[src/rtl/ping_burst_gen.sv]
// Sonar transmit sequencer: gated carrier bursts with blanking, listen window
// and repetition timing, plus a free-running continuous tone mode.
module ping_burst_gen #(
    parameter int DIV_W = 16,
    parameter int CNT_W = 16,
    parameter int PRI_W = 24
) (
    input  logic             clk,
    input  logic             reset_n,
    input  logic             enable,
    input  logic [1:0]       mode,
    input  logic             start,
    input  logic [DIV_W-1:0] half_period,
    input  logic [CNT_W-1:0] burst_cycles,
    input  logic [CNT_W-1:0] blank_cycles,
    input  logic [PRI_W-1:0] interval,
    output logic             speaker,
    output logic             tx_active,
    output logic             rx_window,
    output logic             burst_start,
    output logic             burst_done,
    output logic             busy
);

    typedef enum logic [2:0] {
        S_IDLE,
        S_TONE,
        S_BURST,
        S_BLANK,
        S_LISTEN
    } state_t;

    state_t state_q, state_d;

    logic [DIV_W-1:0] hp_q, hp_d, hc_q, hc_d;
    logic [CNT_W-1:0] nb_q, nb_d, nk_q, nk_d, cc_q, cc_d, bc_q, bc_d;
    logic [PRI_W-1:0] iv_q, iv_d, t_q, t_d;
    logic [1:0]       mode_q, mode_d;
    logic             speaker_q, speaker_d;
    logic             bstart_q, bstart_d;
    logic             bdone_q, bdone_d;

    logic             hc_wrap;
    logic [CNT_W-1:0] nb_eff;
    logic             burst_end;
    logic             blank_end;
    logic [PRI_W:0]   t_plus1;
    logic             listen_end;
    logic [PRI_W-1:0] t_inc;
    logic             burst_req;

    assign hc_wrap    = (hc_q == hp_q);
    assign nb_eff     = (nb_q == '0) ? {{(CNT_W-1){1'b0}}, 1'b1} : nb_q;
    // The burst ends only once the low half after the last counted 1->0 edge completes.
    assign burst_end  = hc_wrap && !speaker_q && (cc_q == nb_eff);
    assign blank_end  = (bc_q == nk_q - 1'b1);
    assign t_plus1    = {1'b0, t_q} + {{PRI_W{1'b0}}, 1'b1};
    assign listen_end = (t_plus1 >= {1'b0, iv_q});
    assign t_inc      = (&t_q) ? t_q : t_q + 1'b1;
    assign burst_req  = (mode == 2'd1) || (mode == 2'd2);

    // State register
    always_ff @(posedge clk or negedge reset_n) begin
        if (!reset_n) begin
            state_q <= S_IDLE;
        end else begin
            state_q <= state_d;
        end
    end

    // Next-state logic
    always_comb begin
        state_d = state_q;
        if (!enable) begin
            state_d = S_IDLE;
        end else begin
            case (state_q)
                S_IDLE:   if (start) state_d = burst_req ? S_BURST : S_TONE;
                S_TONE:   state_d = S_TONE;
                S_BURST:  if (burst_end) state_d = (nk_q == '0) ? S_LISTEN : S_BLANK;
                S_BLANK:  if (blank_end) state_d = S_LISTEN;
                S_LISTEN: if (listen_end) state_d = (mode_q == 2'd2) ? S_BURST : S_IDLE;
                default:  state_d = S_IDLE;
            endcase
        end
    end

    // Datapath next values, keyed on the state being entered
    always_comb begin
        hp_d      = hp_q;
        nb_d      = nb_q;
        nk_d      = nk_q;
        iv_d      = iv_q;
        hc_d      = hc_q;
        cc_d      = cc_q;
        bc_d      = bc_q;
        t_d       = t_q;
        mode_d    = mode_q;
        speaker_d = speaker_q;
        bstart_d  = 1'b0;
        bdone_d   = 1'b0;

        if (state_q == S_IDLE && state_d != S_IDLE) begin
            mode_d = mode;
        end

        case (state_d)
            S_IDLE: begin
                speaker_d = 1'b0;
                hc_d      = '0;
                cc_d      = '0;
                bc_d      = '0;
                t_d       = '0;
            end
            S_TONE: begin
                if (state_q != S_TONE) begin
                    // The tone has no BURST entry, so it picks up its period here.
                    hp_d      = half_period;
                    hc_d      = '0;
                    speaker_d = 1'b1;
                end else if (hc_wrap) begin
                    hc_d      = '0;
                    speaker_d = ~speaker_q;
                end else begin
                    hc_d = hc_q + 1'b1;
                end
            end
            S_BURST: begin
                if (state_q != S_BURST) begin
                    hp_d      = half_period;
                    nb_d      = burst_cycles;
                    nk_d      = blank_cycles;
                    iv_d      = interval;
                    hc_d      = '0;
                    cc_d      = '0;
                    t_d       = '0;
                    speaker_d = 1'b1;
                    bstart_d  = 1'b1;
                end else begin
                    t_d = t_inc;
                    if (hc_wrap) begin
                        hc_d      = '0;
                        speaker_d = ~speaker_q;
                        if (speaker_q) cc_d = cc_q + 1'b1;
                    end else begin
                        hc_d = hc_q + 1'b1;
                    end
                end
            end
            S_BLANK: begin
                speaker_d = 1'b0;
                t_d       = t_inc;
                bdone_d   = (state_q == S_BURST);
                bc_d      = (state_q == S_BURST) ? '0 : bc_q + 1'b1;
            end
            S_LISTEN: begin
                speaker_d = 1'b0;
                t_d       = t_inc;
                bdone_d   = (state_q == S_BURST);
            end
            default: begin
                speaker_d = 1'b0;
            end
        endcase
    end

    always_ff @(posedge clk or negedge reset_n) begin
        if (!reset_n) begin
            hp_q      <= '0;
            nb_q      <= '0;
            nk_q      <= '0;
            iv_q      <= '0;
            hc_q      <= '0;
            cc_q      <= '0;
            bc_q      <= '0;
            t_q       <= '0;
            mode_q    <= '0;
            speaker_q <= 1'b0;
            bstart_q  <= 1'b0;
            bdone_q   <= 1'b0;
        end else begin
            hp_q      <= hp_d;
            nb_q      <= nb_d;
            nk_q      <= nk_d;
            iv_q      <= iv_d;
            hc_q      <= hc_d;
            cc_q      <= cc_d;
            bc_q      <= bc_d;
            t_q       <= t_d;
            mode_q    <= mode_d;
            speaker_q <= speaker_d;
            bstart_q  <= bstart_d;
            bdone_q   <= bdone_d;
        end
    end

    // Output logic
    always_comb begin
        speaker     = speaker_q;
        burst_start = bstart_q;
        burst_done  = bdone_q;
        tx_active   = (state_q == S_TONE) || (state_q == S_BURST);
        rx_window   = (state_q == S_LISTEN);
        busy        = (state_q != S_IDLE);
    end

endmodule

[config.mk]
export PLATFORM = sky130hd
export DESIGN_NAME = ping_burst_gen
export DESIGN_NICKNAME = d
export VERILOG_FILES = /design/src/rtl/ping_burst_gen.sv
export SDC_FILE = /design/constraint.sdc
export NUM_CORES = 1
export LEC_CHECK = 0
export ABC_CLOCK_PERIOD_IN_PS = 8800
export BUFFER_PORTS_ARGS = -buffer_cell sky130_fd_sc_hd__buf_2
export CELL_PAD_IN_SITES_DETAIL_PLACEMENT = 0
export CELL_PAD_IN_SITES_GLOBAL_PLACEMENT = 2
export CORE_MARGIN = 2
export CORE_UTILIZATION = 42
export CTS_BUF_LIST = sky130_fd_sc_hd__clkbuf_8
export DETAILED_ROUTE_END_ITERATION = 8
export PLACE_DENSITY_LB_ADDON = 0.05
export SLEW_MARGIN = 20
export SYNTH_ARGS = -nofsm -noshare
export SYNTH_HDL_FRONTEND = slang
export SYNTH_SLANG_ARGS = --single-unit
export TNS_END_PERCENT = 5
[constraint.sdc]
create_clock -name clk -period 8.8 [get_ports clk]
set_input_delay 1.76 -clock clk [delete_from_list [all_inputs] [get_ports clk]]
set_output_delay 1.76 -clock clk [all_outputs]
set_load 0.02 [all_outputs]
Yosys cells after proc, flatten, opt, wreduce, memory -nomap -nowiden
Index checks and enable logic that the tools add are counted.
- add/sub/neg operators: 6
- $lt $le $gt $ge: 1
- eq/ne operators: 20
- muxes and demuxes: 33
- bitwise logic cells: 1
- reductions and logical operators: 22
- operator list (operator ; count):
    16-bit two-way mux ; 10
    16-bit one-hot mux with 2 select lines ; 3
    24-bit one-hot mux with 3 select lines ; 1
    16-bit by 1-bit adder with 16-bit output (second input constant) ; 3
    16-bit equality test ; 3
    24-bit two-way mux ; 2
    16-bit one-hot mux with 3 select lines ; 1
    16-bit logical NOT ; 2
    24-bit by 1-bit adder with 25-bit output (second input constant) ; 1
    25-bit by 24-bit greater-or-equal comparator with 1-bit output ; 1
    24-bit by 1-bit adder with 24-bit output (second input constant) ; 1
    24-bit AND reduction ; 1
    3-bit two-way mux ; 6
    16-bit by 1-bit subtractor with 16-bit output (second input constant) ; 1
    3-bit one-hot mux with 5 select lines ; 1
    3-bit by 2-bit equality test with 1-bit output (second input constant) ; 4
    3-bit nonzero test ; 4
    3-bit by 1-bit equality test with 1-bit output (second input constant) ; 2
    3-bit equality test (second input constant) ; 2
    3-bit logical NOT ; 2
    1-bit two-way mux ; 6
    3-bit inequality test (second input constant) ; 2
    3-bit AND reduction ; 2
    2-bit nonzero test ; 3
    other kinds (13) ; 19
- flip-flop bits (word level): 152
- input bits: 78
- output and inout bits: 6
- logic and storage cells: 96

Logic depth before layout (Yosys ltp)
- word-level depth: 10
- gate-level depth with buffers: 20
- gate-level depth less buffers: 15

Worst setup path before layout
Ideal clock, no wire load.
- kind: reg-to-reg
- start: register t_q[5]
- end: register nb_q[0]
- setup time: 0.127 ns
- arrival time: 4.396 ns
- data required time: 8.673 ns
- slack: 4.276 ns
- cell stages (with the launch flop): 19
- path buffers: 4
- period minus slack after synthesis: 4.524 ns
- cell sequence: dfrtp_1 clkbuf_2 and4_1 nand4_1 nor4_1 and3_1 clkbuf_1 nand3_1 xnor2_1 ha_1 nand3_1 or4_1 nor4_1 o31ai_1 a21boi_2 nor4b_4 buf_4 buf_6 mux2_1
- word-level cells in the longest chain between the ends: 7
- ends and longest elaborated chain (what ; line ; RTL):
    start, declared ; 37 ; logic [PRI_W-1:0] iv_q, iv_d, t_q, t_d;
    start signal, assigned ; 189 ; t_q <= t_d;
    24-bit by 1-bit adder with 25-bit output ; 57 ; assign t_plus1 = {1'b0, t_q} + {{PRI_W{1'b0}}, 1'b1};
    25-bit by 24-bit greater-or-equal comparator with 1-bit output ; 58 ; assign listen_end = (t_plus1 >= {1'b0, iv_q});
    3-bit two-way mux ; 82 ; S_LISTEN: if (listen_end) state_d = (mode_q == 2'd2) ? S_BURST : S_IDLE;
    3-bit one-hot mux with 5 select lines ; 77 ; case (state_q)
    3-bit two-way mux ; 74 ; if (!enable) begin
    3-bit by 2-bit equality test with 1-bit output ; 107 ; case (state_d)
    2-bit AND reduction (no line) ; n/a ;
    end signal, assigned ; 183 ; nb_q <= nb_d;
    end, declared ; 36 ; logic [CNT_W-1:0] nb_q, nb_d, nk_q, nk_d, cc_q, cc_d, bc_q, bc_d;
Every way passes these cells.
A chain may end at the register's enable or synchronous reset.

Final worst setup path
- start: register t_q[2]
- end: register cc_q[14]
- word-level cells in the longest chain between the ends: 8
- elaborated cells between the ends (all ways): 12
- those cells by class: add/sub (1); order compare (1); eq/ne (3); mux (4); reduce/logical (3)
- ends and longest elaborated chain (what ; line ; RTL):
    24-bit by 1-bit adder with 25-bit output * ; 57 ;
    25-bit by 24-bit greater-or-equal comparator with 1-bit output * ; 58 ;
    3-bit two-way mux * ; 82 ;
    3-bit one-hot mux with 5 select lines * ; 77 ;
    3-bit two-way mux * ; 74 ;
    3-bit by 2-bit equality test with 1-bit output / 3-bit logical NOT (equally long branches) ; 107 ;
    3-bit inequality test (no line) / 2-bit nonzero test (equally long branches) ; n/a ;
    3-bit AND reduction (no line) ; n/a ;
    end signal, assigned ; 174 ; cc_q <= '0;
    end signal, assigned ; 187 ; cc_q <= cc_d;
    end, declared ; 36 ;
Every way passes the cells marked *; elsewhere a longest branch is shown, timed or not.

==> run_results.csv <==
group,metric,value,unit
sta,setup_viol,0,
pwr,seq_power_share,0.463,
synth,synthSimpleGateAreaFrac,0.1815,
floorplanning,num_rows,54,
pwr,peakVddDrop,0.1006,mV
cells_and_area,diodes,0,
pwr,power_frac_clock,0.219,
cells_and_area,num-fill-cells,2160,
grt,grt_pass1_vias,7071,
sta,hold_viol,0,
place,place_congestion,0.7740,
synth,synth_top_family_by_area,"simple AND/OR/NAND/NOR gates",
synth,synth-xor-area-share,0.07355,
grt,antenna_found_initial,0,
floorplanning,die_area,23030,um^2
cts,cts_root_buffer,"clkbuf_8",
sta,grt_setup_unrepaired,"false",
worst_setup_path,reg2reg_depth,16,
synth,synthFlopType,"dfrtp_1",
pwr,internal_power,1.440,mW
pwr,powerDensity,223.6,nW/um^2
synth,ys_warn_count,0,
flow_run,cap_violations,0,
floorplanning,die_w,151.8,um
synth,synth_compound_area_frac,0.1462,
routing,wl_per_cell,17.06,um
synth,synthArstFlopShare,1.000,
cts,cts_buffers,17,
cells_and_area,area_delta_synth_final,10.77,%
floorplanning,boundaryPins,84,
pwr,power.switching,831.4,uW
cts,clock_path_buffers,2,
worst_setup_path,cp-end-kind,"flip-flop",
floorplanning,core,21620,um^2
synth,synth_area_per_cell,9.561,um^2
cells_and_area,layout_commonest_cell,"dfrtp_1",
cts,cts_tree,"done",
grt,grt_use_total,0.2025,
floorplanning,die_h,151.8,um
floorplanning,start_util,0.4241,
synth,synth_seq_cells,152,
sta,slew_headroom,0.3460,
synth,synth.area.mux_share,0.09416,
routing,avgViaCountPerCell,5.423,
run_status,outcome,"finished, final reports clean",
sta,period_share,0.6418,
sta,setup_tns,0,ns
routing,drc,0,
worst_hold_path,hold_depth,1,
cts,cts_setup_buffers,0,
routing,dr.pass1.iters,4,
cells_and_area,layout_common_cells,"152 x dfrtp_1, 82 x buf_2, 78 x o21ai_0",
sta,drv_slew,0,
cts,htreeDepth,4,
sta,clock.fmax,177.1,MHz
synth,synth-adder-area-share,0.04230,
place,place_area,9804,um^2
cts,clk_pin_slew,0.09,ns
worst_setup_path,path_max_fanout,18,
place,numPortBuffers,83,
pwr,comb_power_share,0.318,
synth,synth_cell_types,68,
grt,grt_max_degree,88,
cells_and_area,final_area,10160,um^2
synth,yosysSeqAreaShare,0.4148,
synth,synth_edf_count,0,
routing,routed_wirelength,22.55,mm
pwr,p_leak,4.316,nW
routing,ant_nets,0,
worst_setup_path,critPathKind,"flip-flop to flip-flop",
routing,vias,7169,
sta,fin_crit,5.648,ns
worst_setup_path,arrival,6.03,ns
cts,cts-resized-gates,0,
grt,grt_pass1_wl,36.72,mm
cells_and_area,final_layout_size_suffix_gt1_frac,0.1871,
cells_and_area,fin_nets,1138,
cts,hold_buffers,0,
worst_setup_path,start_kind,"flip-flop",
synth,postSynthCellCount,959,
cts,clock-sinks,152,
sta,tightest_slew,0.9789,ns
routing,drt_iter0_markers,297,
synth,synth_area,9169,um^2
worst_hold_path,hold_path_class,"flip-flop to flip-flop",
sta,finClkSkew,0.01751,ns
pwr,p_sw_frac,0.3661,
synth,synth_fp_nets,1068,
place,hpwl,16.04,mm
worst_setup_path,required,9.19,ns
cts,clock_latency,0.46,ns
grt,grt_overflow,0,
==> area by class of cell <==
cell class	instances	area, um^2	area share
repair buffers	94	504.2	0.04965
well taps	280	350.3	0.03450
clock buffers	17	234.0	0.02304
inverters	56	210.2	0.02070
clock inverters	15	117.6	0.01158
multi-input cells	708	4936	0.4860
flip-flops and latches	152	3804	0.3745
==> Yosys cell counts (all sizes together) (4+ instances only) <==
master,n,area [um^2]
dfrtp,152,3804
o21ai,79,395.4
mux2,74,833.3
nand2,71,266.5
nor2,68,255.2
xnor2,59,516.8
inv,56,210.2
nand3,44,225.2
a21oi,43,226.5
ha,31,387.9
nand4,28,175.2
clkbuf,26,100.1
nor4,18,140.1
xor2,18,157.7
and3,17,106.4
buf,17,125.1
nor3,16,85.08
nor2b,15,93.84
a31oi,12,90.09
o211ai,10,75.07
and2,8,50.05
a2111oi,7,61.31
a2111o,6,67.56
a22o,6,52.55
nand2b,6,37.54
or4,6,48.80
a211oi,5,50.05
a31o,5,43.79
nor4b,5,73.83
o22ai,5,31.28
a21o,4,30.03
nor3b,4,30.03
o2bb2ai,4,35.03
==> worst max-delay path: stages (launching register included) <==
cell       delay (ns)
dfrtp_1          0.46
and3_1           0.28
nand3_1          0.18
nor4_1           0.64
and3_1           0.37
nand3_1          0.18
xnor2_1          0.17
ha_1             0.29
nand3_1          0.10
or4_1            0.55
nor4_1           0.44
o31ai_1          0.11
buf_4            0.22
a21oi_2          0.66
buf_4            0.36
nor4b_1          0.39
o2bb2ai_1        0.17
==> power groups by stage <==
stage	sequential [mW]	combinational [mW]	clock, mW
2_1_floorplan	1.00	0.586	0
3_3_place_gp	1.06	0.722	0
3_5_place_dp	1.07	0.724	0
4_1_cts	1.06	0.730	0.519
5_1_grt	1.08	0.806	0.547
6_report	1.05	0.722	0.498
==> layer usage <==
layer / share of wire / wire (um) / vias to the layer above / global-route usage
li1: - / - / 3595 / -
met4: 0.0076 / 171 / 0 / 0.03704
met3: 0.036 / 807 / 13 / 0.03922
met2: 0.45 / 10200 / 110 / 0.3209
met5: 0 / 0 / - / 0
met1: 0.50 / 11370 / 3451 / 0.2910
==> per-stage QoR <==
stage / worst slack (ns) / power [mW] / std cells / hold slack [ns] / util
3_5_place_dp: 3.127 / 1.794 / 1290 / 0.4814 / 0.4535
6_report: 3.152 / 2.271 / 1322 / 0.5009 / 0.4697
3_3_place_gp: 3.375 / 1.787 / 1290 / 0.4741 / 0.4535
5_1_grt: 2.707 / 2.437 / 1322 / 0.5331 / 0.4697
2_1_floorplan: 4.276 / 1.589 / 959 / 0.4590 / -
4_1_cts: 3.143 / 2.304 / 1322 / 0.5094 / 0.4697
==> sequential cells by signal, indices dropped and copies added (netlist names) <==
register,count
t_q,24
nb_q,16
speaker,1
hp_q,16
burst_start,1
cc_q,16
mode_q,2
bc_q,16
nk_q,16
hc_q,16
burst_done,1
state_q,3
iv_q,24
==> worst paths after layout <==
check                                 to  slack [ns]     from
worst max-delay path            cc_q[14]        3.15   t_q[2]
worst min-delay path             nb_q[0]        0.50  nb_q[0]
worst max register to register  cc_q[14]        3.15   t_q[2]
worst min register to register   nb_q[0]        0.50  nb_q[0]
max in group asynchronous         t_q[3]        6.10  reset_n
min in group asynchronous       bc_q[10]        1.33  reset_n
==> kinds of logic (layout without fill, tap and decap cells) <==
| logic type | count (synthesis) | after routing |
|---|---|---|
| fa+ha+maj | 31 | 31 |
| compound gates | 207 | 207 |
| buf+inv | 99 | 182 |
| simple gates | 316 | 316 |
| mux | 77 | 77 |
| xor+xnor | 77 | 77 |
| flops | 152 | 152 |
Note: power is estimated with default switching activity, not from simulation.
